**config.mk**
```make
export PLATFORM = sky130hd
export DESIGN_NAME = regfile_uart_tx
export DESIGN_NICKNAME = d
export VERILOG_FILES = /design/src/rtl/regdump_pkg.sv /design/src/rtl/uart_tx_byte.sv /design/src/rtl/regfile_uart_tx.sv
export SDC_FILE = /design/constraint.sdc
export NUM_CORES = 2
export LEC_CHECK = 0
export ABC_AREA = 1
export BUFFER_PORTS_ARGS = -buffer_cell sky130_fd_sc_hd__buf_2
export CAP_MARGIN = 20
export CORE_AREA = 2 2 403 405
export CTS_CLUSTER_SIZE = 8
export DETAILED_ROUTE_END_ITERATION = 8
export DIE_AREA = 0 0 405 407
export PLACE_DENSITY = 0.57
export SLEW_MARGIN = 20
export SYNTH_ARGS = -nofsm -noshare
export SYNTH_HDL_FRONTEND = slang
export SYNTH_SLANG_ARGS = --single-unit
```
**constraint.sdc**
```tcl
create_clock -name clk -period 2.64 [get_ports clk]
set_clock_uncertainty 0.2 [all_clocks]
set_input_delay 0.528 -clock clk [delete_from_list [all_inputs] [get_ports clk]]
set_output_delay 0.528 -clock clk [all_outputs]
set_load 0.01 [all_outputs]
```
**src/rtl/regdump_pkg.sv**
```systemverilog
// Shared types and constants for the register-file UART dump.
// Optional checksum byte: define REGDUMP_CHECKSUM_EN.
package regdump_pkg;

  typedef enum logic [2:0] {
    IDLE,
    START,
    DATA,
    STOP,
    FINISH
  } state_t;

  localparam logic UART_START_BIT = 1'b0;
  localparam logic UART_STOP_BIT  = 1'b1;
  localparam int   BYTES_PER_REG  = 4;

  // Wide enough to also index the trailing checksum byte.
  function automatic int idx_width(int num_regs);
    return $clog2(num_regs * BYTES_PER_REG + 1);
  endfunction

endpackage

```
**src/rtl/uart_tx_byte.sv**
```systemverilog
// 8N1 byte serializer; accepts the next byte in the last
// cycle of the stop bit so back-to-back bytes have no gap.
import regdump_pkg::*;

module uart_tx_byte #(
  parameter int CLKS_PER_BIT = 104
) (
  input  logic       clk,
  input  logic       reset,
  input  logic       in_valid,
  output logic       in_ready,
  input  logic [7:0] in_data,
  output logic       tx
);

  localparam int CW = $clog2(CLKS_PER_BIT);
  localparam logic [CW-1:0] RELOAD = CW'(CLKS_PER_BIT - 1);

  state_t        st;
  logic [CW-1:0] cnt;
  logic [2:0]    bit_idx;
  logic [7:0]    sh;
  logic          bit_end;

  assign bit_end  = (cnt == '0);
  assign in_ready = (st == IDLE) ||
                    ((st == STOP) && bit_end);

  // Bit sequencing; tx is registered with the state.
  always_ff @(posedge clk) begin
    if (reset) begin
      st      <= IDLE;
      tx      <= UART_STOP_BIT;
      cnt     <= '0;
      bit_idx <= '0;
      sh      <= '0;
    end else begin
      case (st)
        IDLE: begin
          if (in_valid) begin
            st  <= START;
            tx  <= UART_START_BIT;
            cnt <= RELOAD;
            sh  <= in_data;
          end
        end
        START: begin
          if (bit_end) begin
            st      <= DATA;
            tx      <= sh[0];
            sh      <= sh >> 1;
            bit_idx <= '0;
            cnt     <= RELOAD;
          end else begin
            cnt <= cnt - CW'(1);
          end
        end
        DATA: begin
          if (bit_end) begin
            cnt <= RELOAD;
            if (bit_idx == 3'd7) begin
              st <= STOP;
              tx <= UART_STOP_BIT;
            end else begin
              bit_idx <= bit_idx + 3'd1;
              tx      <= sh[0];
              sh      <= sh >> 1;
            end
          end else begin
            cnt <= cnt - CW'(1);
          end
        end
        STOP: begin
          if (bit_end) begin
            if (in_valid) begin
              st  <= START;
              tx  <= UART_START_BIT;
              cnt <= RELOAD;
              sh  <= in_data;
            end else begin
              st <= IDLE;
              tx <= UART_STOP_BIT;
            end
          end else begin
            cnt <= cnt - CW'(1);
          end
        end
        default: begin
          st <= IDLE;
          tx <= UART_STOP_BIT;
        end
      endcase
    end
  end

endmodule

```
**src/rtl/regfile_uart_tx.sv**
```systemverilog
// Snapshots the register file on start and streams it as UART bytes.
// Optional checksum byte: define REGDUMP_CHECKSUM_EN.
import regdump_pkg::*;

module regfile_uart_tx #(
  parameter int CLKS_PER_BIT = 104,
  parameter int NUM_REGS     = 32
) (
  input  logic                   clk,
  input  logic                   reset,
  input  logic                   start,
  input  logic [NUM_REGS*32-1:0] regfile,
  output logic                   tx,
  output logic                   busy,
  output logic                   done
);

  localparam int NUM_BYTES = NUM_REGS * BYTES_PER_REG;
  localparam int IW        = idx_width(NUM_REGS);
  localparam logic [IW-1:0] LAST_DATA = IW'(NUM_BYTES - 1);
`ifdef REGDUMP_CHECKSUM_EN
  localparam logic [IW-1:0] LAST_IDX = IW'(NUM_BYTES);
`else
  localparam logic [IW-1:0] LAST_IDX = LAST_DATA;
`endif

  state_t                 state;
  logic [IW-1:0]          byte_idx;
  logic [NUM_REGS*32-1:0] snap;
  logic                   in_valid;
  logic                   in_ready;
  logic [7:0]             in_data;
`ifdef REGDUMP_CHECKSUM_EN
  logic [7:0]             csum;
`endif

  // Byte 0 comes straight from regfile so tx falls on the accept edge;
  // later bytes come from the bottom of the shifting snapshot.
  always_comb begin
    in_valid = 1'b0;
    in_data  = 8'h00;
    case (state)
      IDLE: begin
        in_valid = start;
        in_data  = regfile[7:0];
      end
      START: begin
        in_valid = (byte_idx != LAST_IDX);
`ifdef REGDUMP_CHECKSUM_EN
        in_data  = (byte_idx == LAST_DATA) ? csum : snap[7:0];
`else
        in_data  = snap[7:0];
`endif
      end
      default: begin
        in_valid = 1'b0;
        in_data  = 8'h00;
      end
    endcase
  end

  // Frame sequencing: accept, hand off bytes, pulse done.
  always_ff @(posedge clk) begin
    if (reset) begin
      state    <= IDLE;
      byte_idx <= '0;
      snap     <= '0;
      busy     <= 1'b0;
      done     <= 1'b0;
`ifdef REGDUMP_CHECKSUM_EN
      csum     <= 8'h00;
`endif
    end else begin
      done <= 1'b0;
      case (state)
        IDLE: begin
          if (start) begin
            state    <= START;
            busy     <= 1'b1;
            byte_idx <= '0;
            snap     <= regfile >> 8;
`ifdef REGDUMP_CHECKSUM_EN
            csum     <= regfile[7:0];
`endif
          end
        end
        START: begin
          if (in_ready) begin
            if (in_valid) begin
              byte_idx <= byte_idx + IW'(1);
              snap     <= snap >> 8;
`ifdef REGDUMP_CHECKSUM_EN
              csum     <= csum ^ snap[7:0];
`endif
            end else begin
              state <= FINISH;
              busy  <= 1'b0;
              done  <= 1'b1;
            end
          end
        end
        FINISH: begin
          state <= IDLE;
        end
        default: begin
          state <= IDLE;
          busy  <= 1'b0;
        end
      endcase
    end
  end

  uart_tx_byte #(
    .CLKS_PER_BIT(CLKS_PER_BIT)
  ) u_ser (
    .clk     (clk),
    .reset   (reset),
    .in_valid(in_valid),
    .in_ready(in_ready),
    .in_data (in_data),
    .tx      (tx)
  );

endmodule

```
## Word-level counts from Yosys, hierarchy flattened

Index checks and enable logic that the tools add are counted.

| operators by class | value |
|---|---|
| add/sub/neg operators | 3 |
| eq/ne operators | 17 |
| multiplexer cells | 46 |
| bitwise logic cells | 3 |
| reduce and logical (&&, ||, !) cells | 18 |

Operators by type and width:

| kind | number |
|---|---|
| $mux W1024 | 3 |
| $pmux W1024 S2 | 1 |
| $mux W8 | 8 |
| $mux W3 | 11 |
| $pmux W8 S2 | 2 |
| $pmux W8 S4 | 1 |
| $mux W7 | 3 |
| $pmux W7 S3 | 1 |
| $reduce_and A4 Y1 | 4 |
| $ne A2 B2 Y1 const B | 6 |
| $pmux W3 S2 | 2 |
| $pmux W3 S4 | 1 |
| $mux W1 | 10 |
| $reduce_and A5 Y1 | 2 |
| $add A8 B1 Y8 const B | 1 |
| $ne A2 B1 Y1 const B | 4 |
| $ne A8 B7 Y1 const B | 1 |
| $logic_not A7 Y1 | 1 |
| $sub A7 B1 Y7 const B | 1 |
| $eq A3 B1 Y1 const B | 2 |
| $eq A3 B2 Y1 const B | 2 |
| $eq A3 B3 Y1 const B | 2 |
| $logic_not A3 Y1 | 2 |
| $pmux W1 S4 | 1 |
| other kinds (12) | 15 |

| word-level totals | value |
|---|---|
| register bits after elaboration | 1059 |
| bits of input ports | 1027 |
| output and inout port bits | 3 |
| logic and storage cells | 97 |

## Logic depth before layout (Yosys ltp)

| depth | value |
|---|---|
| depth after elaboration | 5 |
| mapped depth | 14 |
| gate-level depth less buffers | 11 |

## Modules after synthesis

From an unflattened synthesis, not the netlist that was laid out.

| unflattened totals | value |
|---|---|
| cells, all modules | 6960 |
| area total of the unflattened synthesis | 48492.8 um^2 |

Modules (own cells, without submodules):

| module | times used | cells each | area an instance (um^2) | seq. area each (um^2) |
|---|---|---|---|---|
| regfile_uart_tx | 1 | 6762 | 47185.3 | 20579.7 |
| uart_tx_byte | 1 | 198 | 1307.5 | 420.4 |

## Worst setup path before layout

Ideal clock, no wire load.

| timing | value |
|---|---|
| path type | register to register |
| from | reg u_ser.st[0] |
| to | reg u_ser.sh[7] |
| library setup time | 0.132 ns |
| data arrival time | 1.817 ns |
| data required time | 2.308 ns |
| slack | 0.491 ns |
| stages on the path, launching flop included | 9 |
| buffers on the path | 1 |
| clock period less this slack | 2.149 ns |
| cell sequence | dfxtp_1 > inv_1 > ha_1 > clkbuf_1 > clkinv_1 > nand3_1 > nand2_1 > nand2_1 > a21oi_1 |

| between the ends | value |
|---|---|
| cells in the longest elaborated chain, start to end | 3 |
| elaborated cells on any way between the ends | 11 |
| classes of those cells | 7 x eq/ne; 1 x mux; 3 x reduce/logical |

RTL lines:

| element | RTL line | RTL |
|---|---|---|
| start: declaration | uart_tx_byte.sv:19 | `state_t st;` |
| start signal: assignment | uart_tx_byte.sv:32 | `st <= IDLE;` |
| start signal: assignment | uart_tx_byte.sv:41 | `st <= START;` |
| start signal: assignment | uart_tx_byte.sv:49 | `st <= DATA;` |
| $eq A3 B1 Y1 (tied with other cells) | uart_tx_byte.sv:38 | `case (st)` |
| $reduce_bool A4 Y1 (no source line) (tied with other cells) | - |  |
| $reduce_and A5 Y1 (no source line) | - |  |
| end signal: assignment | uart_tx_byte.sv:44 | `sh <= in_data;` |
| end signal: assignment | uart_tx_byte.sv:51 | `sh <= sh >> 1;` |
| end signal: assignment | uart_tx_byte.sv:67 | `sh <= sh >> 1;` |
| end: declaration | uart_tx_byte.sv:22 | `logic [7:0] sh;` |

Parallel ways exist; a longest one is shown, timed or not.
A chain may end at the register's enable or synchronous reset.

## Worst setup path in the final report

| timing | value |
|---|---|
| from | reg byte_idx[0] |
| to | reg snap[418] |

| between the ends | value |
|---|---|
| cells in the longest elaborated chain, start to end | 4 |

RTL lines:

| element | RTL line | RTL |
|---|---|---|
| start: declaration | regfile_uart_tx.sv:28 | `logic [IW-1:0] byte_idx;` |
| start signal: assignment | regfile_uart_tx.sv:90 | `byte_idx <= byte_idx + IW'(1);` |
| $ne A8 B7 Y1 | regfile_uart_tx.sv:48 | `in_valid = (byte_idx != LAST_IDX);` |
| $pmux W1 S2 | regfile_uart_tx.sv:42 | `case (state)` |
| $ne A2 B2 Y1 (no source line) | - |  |
| $reduce_and A4 Y1 (no source line) | - |  |
| end signal: assignment | regfile_uart_tx.sv:81 | `snap <= regfile >> 8;` |
| end signal: assignment | regfile_uart_tx.sv:91 | `snap <= snap >> 8;` |
| end: declaration | regfile_uart_tx.sv:29 | `logic [NUM_REGS*32-1:0] snap;` |

Every way passes these cells.

==> key figures <==
Worst setup path
  • Required time of the worst setup path: between 3 and 4 ns
  • Cell with the biggest individual delay on the critical path: sky130_fd_sc_hd__dfxtp_2
  • Critical Setup Path Class: reg -> reg
  • Critical Path, Cell by Cell: ha_1 > nand3_1 > inv_1 > nand2_1 > nand2_2 > nand2_2 > nand3_4 > buf_12 > clkbuf_16 > buf_12 > buf_4 > nor2_1 > nor2_1
  • CP Data Arrival Time: 2.95 ns
  • CP max FO: 36
  • Nature of the critical path startpoint: register
  • Capturing element type of the critical path: register
  • Slowest cell delay on critical path: ~0.33 ns

STA
  • Setup repair after global routing missed its margin: yes
  • Crit share post-route: 0.944
  • Worst-margin pin slew: between 0.9 and 1 ns
  • Slew Limit Headroom: 0.361
  • Final Setup Violations: 0
  • Timing-limited maximum frequency: 401 MHz
  • Final Hold Violating Endpoints: 0
  • Min Clock Period, post-route: ~2.5 ns
  • Number of max-slew violations in the final report: 0

Synth
  • Leading post-synthesis cells by cell area: sky130_fd_sc_hd__dfxtp_1 (40%), sky130_fd_sc_hd__nand2_1 (22%), sky130_fd_sc_hd__nor2_1 (15%)
  • Async set-reset flop share out of synthesis: 0
  • Portion of synthesized cell area occupied by the leading cell type: 0.399
  • Cells after synthesis: 8,961
  • Dominant synthesized flop cell: sky130_fd_sc_hd__dfxtp_1
  • Syn Area/Cell: 5.87 sq um
  • Syn. warnings: 0
  • Leading area contributor after synthesis: sky130_fd_sc_hd__dfxtp_1
  • Distinct cell type count of the synthesized netlist: 29
  • Number of enable-type register cells in the synthesized netlist: 0
  • Summed instance area of the synthesized netlist: approximately 53,000 sq um
  • Flip-flop and latch count after synthesis: about 1.0k
  • Sequential share of the synthesized area: 0.399
  • Net count of the mapped netlist: approximately 10k

Drt
  • Pre-antenna DRT Iters: 9
  • Violation count after the first detailed-route iteration: roughly 4.5k
  • Total via count in the routed design: 59.2k
  • Vias per cell: 4.57
  • Antenna-violating nets left: 0
  • Drc violations: 1
  • Final routed wirelength across all metal layers: approximately 200,000 um
  • Wirelength per Cell: 15.6 um

Place
  • DP HPWL: 139,000 um
  • Post-DP Area: 60,800 sq um
  • Routability Congestion: between 0.8 and 0.9
  • Input/output buffers: ~1.0k

GRT
  • Wire length of the first global-routing pass: 303,000 um
  • Maximum number of pins on one net before global-route repair: ~120
  • Final global-route overflow total: 0
  • All-layer global routing usage: 0.232
  • Antenna violations before repair: 39
  • Vias in the first global route: 56.0k

Cells and area
  • Fraction of final layout cells sized beyond drive strength 1: 0.135
  • Net count of the finished layout: 11.8k
  • Fill cells: between 15k and 20k
  • Multi-input logic area: around 25,000 sq um
  • Register area: between 20,000 and 25,000 sq um
  • Final instance area: between 70,000 and 80,000 sq um
  • Area overhead of the layout relative to synthesis: 41.8%

Clock network
  • TritonCTS Buffers: 150
  • Number of buffers on the longest clock path: 3
  • H-Tree Depth: 4
  • TritonCTS clock tree: built
  • Number of clock sinks: 1,049
  • Clock-pin slew on the worst setup and hold paths: 0.05 ns
  • Insertion delay of the later-clocked pin in the worst-skew pair: between 0.7 and 0.8 ns
  • Clock root buffer master: sky130_fd_sc_hd__clkbuf_16

Floorplan
  • Die outline area: between 150,000 and 200,000 sq um
  • Starting density of the core: 0.328
  • Die boundary width: ~410 um
  • Number of I/O pins: 1,030
  • Die height: between 400 and 500 um
  • Placeable core region: 160,000 sq um
  • Row count: 147

Status
  • Status: complete, but fails checks
  • Failing checks: design-rule violations

Hold path
  • Class of the tightest hold or removal check: in -> reg

Power and ir drop
  • Leak Pwr: ~38 nW
  • Power per cell area: 928 nW/um^2
  • Overall power of the completed layout: ~69 mW
  • Maximum VDD drop: approximately 0.00061 V

Flow run
  • Max-capacitance violation count: 0
[state kept, by name, summed over array words and instances, names as in the netlist]
name and flops:
byte_idx 8, snap 1016, u_ser.sh 8, u_ser.bit_idx 3, u_ser.tx 1, state 2
u_ser.cnt 7, u_ser.st 2, done 1, busy 1
[per-layer routing]
layer,track usage,routed length (um)
met5,0,162
met4,0.149,13300
met3,0.0441,12500
met2,0.371,90300
met1,0.287,85500
[logic make-up (layout without fill, tap and decap cells)]
logic type / Yosys count / after routing / synth area share
adders and majority gates: 9 / 9 / 0.00214
AOI/OAI and AO/OA: 1067 / 1067 / 0.102
xor gates and xnor gates: 4 / 4 / 0.000666
DFF: 1049 / 1049 / 0.399
muxes: 1 / 1 / 0.000190
buffers and inverters: 1615 / 3424 / 0.122
and+or+nand+nor: 5216 / 5216 / 0.374
other: 0 / 27 / 0
[through the flow]
step                utilization  hold WS (ns)  worst slack, ns  cells  setup TNS, ns
floorplan                     -         0.241            0.491   8961              0
global placement          0.380         0.251            0.195  11818              0
detailed placement        0.380         0.254            0.152  11818              0
CTS                       0.464      0.000674            0.130  12924              0
global route              0.465        0.0331          -0.0287  12954        -0.0619
finish                    0.466        0.0360            0.148  12957              0
[cell usage after synthesis (2+ instances only)]
master and instances:
sky130_fd_sc_hd__inv_1 1043, sky130_fd_sc_hd__nand4_1 10, sky130_fd_sc_hd__buf_1 16, sky130_fd_sc_hd__nor3_1 3, sky130_fd_sc_hd__ha_1 9, sky130_fd_sc_hd__nand3_1 20
sky130_fd_sc_hd__nor2_1 2048, sky130_fd_sc_hd__buf_4 34, sky130_fd_sc_hd__clkbuf_1 324, sky130_fd_sc_hd__buf_2 193, sky130_fd_sc_hd__inv_2 3, sky130_fd_sc_hd__o21ai_0 1032
sky130_fd_sc_hd__a21oi_1 30, sky130_fd_sc_hd__nand2_1 3129, sky130_fd_sc_hd__o21bai_1 2, sky130_fd_sc_hd__nand2_2 2, sky130_fd_sc_hd__xor2_1 3, sky130_fd_sc_hd__dfxtp_1 1049
[cell usage in the layout (no fill, tap or decap), types with 9 or more instances in the layout]
cell	count
sky130_fd_sc_hd__diode_2	27
sky130_fd_sc_hd__dlygate4sd3_1	934
sky130_fd_sc_hd__inv_1	1043
sky130_fd_sc_hd__nand3_1	19
sky130_fd_sc_hd__o21ai_0	1032
sky130_fd_sc_hd__buf_4	148
sky130_fd_sc_hd__nand4_1	10
sky130_fd_sc_hd__nor2_1	2046
sky130_fd_sc_hd__clkbuf_16	158
sky130_fd_sc_hd__dfxtp_1	1048
sky130_fd_sc_hd__buf_12	84
sky130_fd_sc_hd__nand2_1	3127
sky130_fd_sc_hd__ha_1	9
sky130_fd_sc_hd__a21oi_1	30
sky130_fd_sc_hd__buf_2	1029
[critical path, delay by kind of cell (launching register included)]
kind | cells | cell delay [ns]
flip-flops | 1 | 0.33
adder cells (fa/ha/maj) | 1 | 0.22
buffers and inverters | 5 | 0.77
AND/OR/NAND/NOR | 7 | 0.82
[final timing paths]
kind	cells after the start	startpoint	endpoint	slack, ns
hold / removal	5	regfile[461]	snap[453]	0.04
setup / recovery	13	byte_idx[0]	snap[418]	0.15
setup reg to reg	13	byte_idx[0]	snap[418]	0.15
hold reg to reg	2	u_ser.cnt[5]	u_ser.cnt[5]	0.26
[power breakdown]
part / internal, mW / leakage (nW) / switching (mW) / total [mW]
combinational: 10.5 / 27.7 / 18.6 / 29.1
clock: 10.6 / 2.04 / 7.34 / 17.9
sequential: 20.9 / 8.70 / 1.28 / 22.2
[cell type report]
cell class	count	area share
Antenna cell	27	0.000906
Clock buffer	160	0.0527
Clock inverter	12	0.00314
Inverter	1047	0.0528
Multi-Input combinational cell	6297	0.338
Sequential cell	1049	0.282
Tap cell	2160	0.0362
Timing Repair Buffer	2205	0.235
[what timing repair did]
item                       4_1_cts  5_1_grt
hold endpoints to repair       941        0
setup endpoints to repair        0      276
hold buffers                   934        0
buffers inserted                 0        4
gates resized for setup          0       12
(Power assumes the default switching activity.)
